File: src/rtl/mux_pkg.sv
// mux_pkg: shared constants and helpers for the round-robin stream mux.
// Mode encodings and a select-width helper that never returns zero.
package mux_pkg;

    localparam logic MODE_DIRECT = 1'b0;
    localparam logic MODE_RR     = 1'b1;

    // Smallest w with 2**w >= n, clamped to at least 1 bit.
    function automatic int clog2_min1(input int n);
        int r;
        r = 0;
        for (int k = 0; k < 31; k++) begin
            if ((1 << k) < n) r = k + 1;
        end
        if (r < 1) r = 1;
        return r;
    endfunction

endpackage

File: src/rtl/rr_arbiter.sv
// rr_arbiter: combinational round-robin grant over N requesters.
// The search starts just after ptr and wraps, via a double-width scan.
module rr_arbiter
    import mux_pkg::*;
#(
    parameter int N    = 8,
    parameter int SELW = clog2_min1(N)
) (
    input  logic [N-1:0]    req,
    input  logic [SELW-1:0] ptr,
    input  logic            en,
    output logic [N-1:0]    gnt,
    output logic [SELW-1:0] gnt_idx,
    output logic            any
);

    logic [2*N-1:0] req2;
    logic [N-1:0]   sh;
    logic           found;
    int             start;
    int             idx;

    assign req2 = {req, req};
    assign any  = |req;

    // Rotate so the slot after ptr lands at bit 0, then take the lowest hit.
    always_comb begin
        start   = (int'(ptr) >= N - 1) ? 0 : int'(ptr) + 1;
        sh      = N'(req2 >> start);
        found   = 1'b0;
        idx     = 0;
        gnt     = '0;
        gnt_idx = '0;
        for (int k = 0; k < N; k++) begin
            if (!found && sh[k]) begin
                found = 1'b1;
                idx   = start + k;
            end
        end
        if (idx >= N) idx = idx - N;
        if (en && found) begin
            gnt     = N'(1) << idx;
            gnt_idx = SELW'(idx);
        end
    end

endmodule

File: src/rtl/mux_rr_stream.sv
// mux_rr_stream: N-channel valid/ready stream mux with registered output.
// Channels are picked round-robin or by direct select into one register.
module mux_rr_stream
    import mux_pkg::*;
#(
    parameter int N_CH = 8,
    parameter int DW   = 8,
    parameter int SELW = clog2_min1(N_CH)
) (
    input  logic                 clk,
    input  logic                 rst,
    input  logic [N_CH*DW-1:0]   in,
    input  logic [N_CH-1:0]      in_valid,
    output logic [N_CH-1:0]      in_ready,
    input  logic                 mode,
    input  logic [SELW-1:0]      sel,
    output logic [DW-1:0]        out,
    output logic                 out_valid,
    input  logic                 out_ready,
    output logic [SELW-1:0]      out_ch
);

    logic            load_en;
    logic            en;
    logic [N_CH-1:0] dmask;
    logic [N_CH-1:0] arb_gnt;
    logic [SELW-1:0] arb_idx;
    logic            arb_any;
    logic [N_CH-1:0] gsel;
    logic [SELW-1:0] gch;
    logic            grant;
    logic [DW-1:0]   word;
    logic [SELW-1:0] ptr;

    assign load_en = !out_valid || out_ready;
    assign en      = load_en && !rst;

    // Direct-select eligibility; an out-of-range sel matches no channel.
    always_comb begin
        dmask = '0;
        for (int i = 0; i < N_CH; i++) begin
            dmask[i] = in_valid[i] && (sel == SELW'(i));
        end
    end

    rr_arbiter #(
        .N    (N_CH),
        .SELW (SELW)
    ) u_arb (
        .req     (in_valid),
        .ptr     (ptr),
        .en      (en),
        .gnt     (arb_gnt),
        .gnt_idx (arb_idx),
        .any     (arb_any)
    );

    // Mode mux between the round-robin grant and the direct select.
    always_comb begin
        gsel  = '0;
        gch   = '0;
        grant = 1'b0;
        if (mode == MODE_RR) begin
            gsel  = arb_gnt;
            gch   = arb_idx;
            grant = en && arb_any;
        end else begin
            gsel  = en ? dmask : '0;
            gch   = sel;
            grant = en && (|dmask);
        end
    end

    assign in_ready = gsel;

    // One-hot data select of the granted channel's word.
    always_comb begin
        word = '0;
        for (int i = 0; i < N_CH; i++) begin
            if (gsel[i]) word = word | in[i*DW +: DW];
        end
    end

    // Round-robin pointer; only round-robin grants move it.
    always_ff @(posedge clk or posedge rst) begin
        if (rst) begin
            ptr <= SELW'(N_CH - 1);
        end else if (grant && mode == MODE_RR) begin
            ptr <= gch;
        end
    end

    // Output register: load on grant, drain to empty when nothing granted.
    always_ff @(posedge clk or posedge rst) begin
        if (rst) begin
            out       <= '0;
            out_ch    <= '0;
            out_valid <= 1'b0;
        end else if (load_en) begin
            if (grant) begin
                out       <= word;
                out_ch    <= gch;
                out_valid <= 1'b1;
            end else begin
                out_valid <= 1'b0;
            end
        end
    end

endmodule

File: config.mk
export PLATFORM = sky130hd
export DESIGN_NAME = mux_rr_stream
export DESIGN_NICKNAME = d
export VERILOG_FILES = /design/src/rtl/mux_pkg.sv /design/src/rtl/rr_arbiter.sv /design/src/rtl/mux_rr_stream.sv
export SDC_FILE = /design/constraint.sdc
export NUM_CORES = 1
export LEC_CHECK = 0
export BUFFER_PORTS_ARGS = -buffer_cell sky130_fd_sc_hd__buf_2
export CAP_MARGIN = 10
export CORE_ASPECT_RATIO = 0.7
export CORE_MARGIN = 2
export CORE_UTILIZATION = 50
export CTS_CLUSTER_SIZE = 30
export DETAILED_ROUTE_END_ITERATION = 6
export PLACE_DENSITY = 0.82
export SYNTH_ARGS = -nofsm -noshare
export SYNTH_HDL_FRONTEND = slang
export SYNTH_HIERARCHICAL = 1
export SYNTH_SLANG_ARGS = --single-unit
File: constraint.sdc
create_clock -name clk -period 14.5 [get_ports clk]
set_clock_uncertainty 0.05 [all_clocks]
set_input_delay 0.725 -clock clk [delete_from_list [all_inputs] [get_ports clk]]
set_output_delay 0.725 -clock clk [all_outputs]
set_load 0.05 [all_outputs]
==> flow_summary_export.csv <==
group,metric,value,unit
critical_path,cp_max_fo,29,
sta,whs,0.441,ns
final_layout,final_area,3490,sq um
synthesis,syn-cell-area,3030,sq um
synthesis,synth_area_leaders,"dfrtp_1 (9.9%), mux4_2 (6.7%), ha_1 (4.5%), a22oi_1 (4.5%), mux2_2 (4.1%)",
clocking,cts_setup_buffers,0,
synthesis,avgSynthCellArea,9.01,sq um
synthesis,synth_compound_area_frac,0.337,
sta,max_slew_margin,0.232,
clocking,clockBufferDepth,2,
sta,fmax,144,MHz
global_routing,grt_max_degree,30,
synthesis,synth_top_area_cell,"dfrtp_1",
min_path,hp-start,"out_ch[1]",
critical_path,cp-start-kind,"flip-flop",
clocking,cts_sinks,15,
global_routing,overflow,0,
critical_path,crit_family,"adder cells",
place,numPortBuffers,98,
critical_path,reg2reg_from,"ptr[0]",
sta,tightest_slew,1.15,ns
place,gp_congestion,1.11,
critical_path,crit_arrival,6.18,ns
final_layout,num-fill-cells,506,
die,dieArea,6700,sq um
clocking,holdBufCountCts,0,
synthesis,yosys_register_bits,15,
sta,period_share,0.480,
synthesis,synthArstFlopShare,1.00,
critical_path,cp_data_required_time,13.73,ns
pwr,power-per-cell-area,273,nW/um^2
synthesis,synth-edff-count,0,
synthesis,synth_seq_area_share,0.125,
sta,min_period,6.95,ns
drt,viasPerCell,6.99,
critical_path,cp-startpoint,"ptr[0]",
die,fp.dieW,97.0,um
final_layout,flow.area_growth_from_synthesis,15.5,%
drt,postRouteAntennaNets,0,
synthesis,synthMostInstantiatedCell,"nand2_1",
clocking,h-tree-depth,1,
synthesis,synth_top_family_by_area,"compound AO/OA/AOI/OAI gates",
die,num_rows,23,
final_layout,diodes,0,
clocking,cts_buffers,3,
drt,routed_wl,10800,um
drt,drtPass1Iterations,5,
sta,rsz0062_at_grt,"no",
critical_path,crit_chain,"inv_2, ha_1, mux2_2, mux2i_1, and3_1, o221ai_2, a311o_2, a21oi_4, ha_1, inv_1, o221ai_1, nand2_1, nor4_1, nand2_1, o41ai_4, buf_2",
final_layout,drive_gt1_frac,0.391,
drt,drc_errors,0,
min_path,hold_depth,2,
die,die_h,69.1,um
pwr,irDropWorstVdd,123,uV
critical_path,worstSetupPathType,"reg2out",
clocking,postCtsResizedCells,0,
critical_path,path_buf_inv,3,
clocking,cts_tree,"done",
critical_path,timing.critical_path.to_type,"output pin",
critical_path,cp_slowest_cell,"ha_1",
critical_path,r2r_cells,20,
synthesis,synth_flop_cell,"dfrtp_1",
global_routing,grt_pass1_wl,16900,um
critical_path,r2r_end,"out[1]",
synthesis,synthMuxAreaShare,0.171,
place,placed_area,3450,sq um
final_layout,nets,508,
die,ios,99,
synthesis,synthAdderAreaFrac,0.0455,
min_path,hold_end,"out_ch[1]",
synthesis,synthSimpleGateAreaFrac,0.241,
clocking,clk_pin_slew,0.06,ns
sta,slew_violations,0,
run_status,outcome,"complete, no violations",
pwr,power.leakage,1.57,nW
global_routing,track_usage,0.311,
synthesis,netlist_top_cells_count,"nand2_1 (22), nand3_1 (21), a22oi_1 (18), a21oi_1 (17), nor2_1 (15)",
clocking,clk_latency,0.25,ns
critical_path,reg2reg_setup_slack,7.85,ns
synthesis,synth_xor_area_frac,0.00827,
sta,finalSetupViolCount,0,
drt,wl_per_cell,21.9,um
drt,drt_iter0_drc,599,
place,dp_hpwl,8410,um
job,max-cap-violations,0,
min_path,hp-class,"reg2reg",
synthesis,synth_top_area_share,0.0992,
die,start_util,0.523,
sta,setup_tns,0,ns
synthesis,synthCells,336,
global_routing,grt_antenna_before_repair,0,
clocking,cts_root_buf,"clkbuf_8",
die,core,5780,sq um
synthesis,yosysWarnings,6,
critical_path,slowest_delay,1.10,ns
sta,final-hold-violation-count,0,
global_routing,grt_pass1_vias,3116,
synthesis,synth.distinct_cells,78,
drt,vias,3441,
sequential cells by signal, summed over array words and instances (netlist names):
register and flops:
out 8, out_valid 1, out_ch 3, ptr 3
layout by cell type, fill, tap and decap left out, types with 10 or more instances in the layout:
cell type	count
a21oi_1	17
a221oi_1	10
a22o_1	11
a22oi_1	18
buf_2	98
dfrtp_1	12
ha_1	11
mux2_2	11
nand2_1	22
nand3_1	21
nor2_1	15
o21ai_0	12
worst min-delay path: stages, from the launching register on:
cell and delay [ns]:
dfrtp_1 0.35, nand2_1 0.05, o21ai_0 0.06
report_power, final:
part / leakage (nW) / internal [mW] / switching (mW)
Clock: 0.0255 / 0.0191 / 0.0155
Sequential: 0.189 / 0.0627 / 0.0264
Combinational: 1.35 / 0.297 / 0.534
worst max path at each step:
stage                     depth (start not counted)     endpoint  slack [ns]
after detailed placement                         15  in_ready[2]        7.93
after floorplan                                  19  in_ready[4]        9.17
after CTS                                        15  in_ready[2]        7.67
after global routing                             15  in_ready[2]        7.14
after global placement                           14  in_ready[2]        8.12
final                                            16  in_ready[5]        7.55
stage by stage:
step                       util  power [mW]  setup WS (ns)  cells
after floorplan               -       0.722           9.17    337
after global placement    0.596       0.875           8.12    488
after detailed placement  0.596       0.885           7.93    488
after CTS                 0.604       0.924           7.67    492
after global routing      0.604        1.01           7.14    492
final                     0.604       0.955           7.55    492
layer usage:
metal	vias to the layer above	track usage	routed length, um
met1	1631	0.474	4640
met5	-	0.0462	0
met4	0	0.0485	114
met2	272	0.425	4450
li1	1522	-	-
met3	16	0.0994	1560
cells by family after synthesis:
group                      after synthesis
AOI/OAI and AO/OA                      122
xor gates and xnor gates                 2
adders and majority gates               11
buffers and inverters                   34
DFF                                     15
muxes                                   36
other                                    1
and+or+nand+nor                        115
cell type report:
class | count | area (sq um) | share of cell area
inverter | 11 | 41.3 | 0.0118
timing repair buffer | 99 | 498 | 0.142
sequential | 15 | 379 | 0.108
tap | 75 | 93.8 | 0.0269
clock inverter | 1 | 5.00 | 0.00143
multi-input combinational | 288 | 2440 | 0.697
clock buffer | 3 | 41.3 | 0.0118
Note: power is estimated with default switching activity, not from simulation.
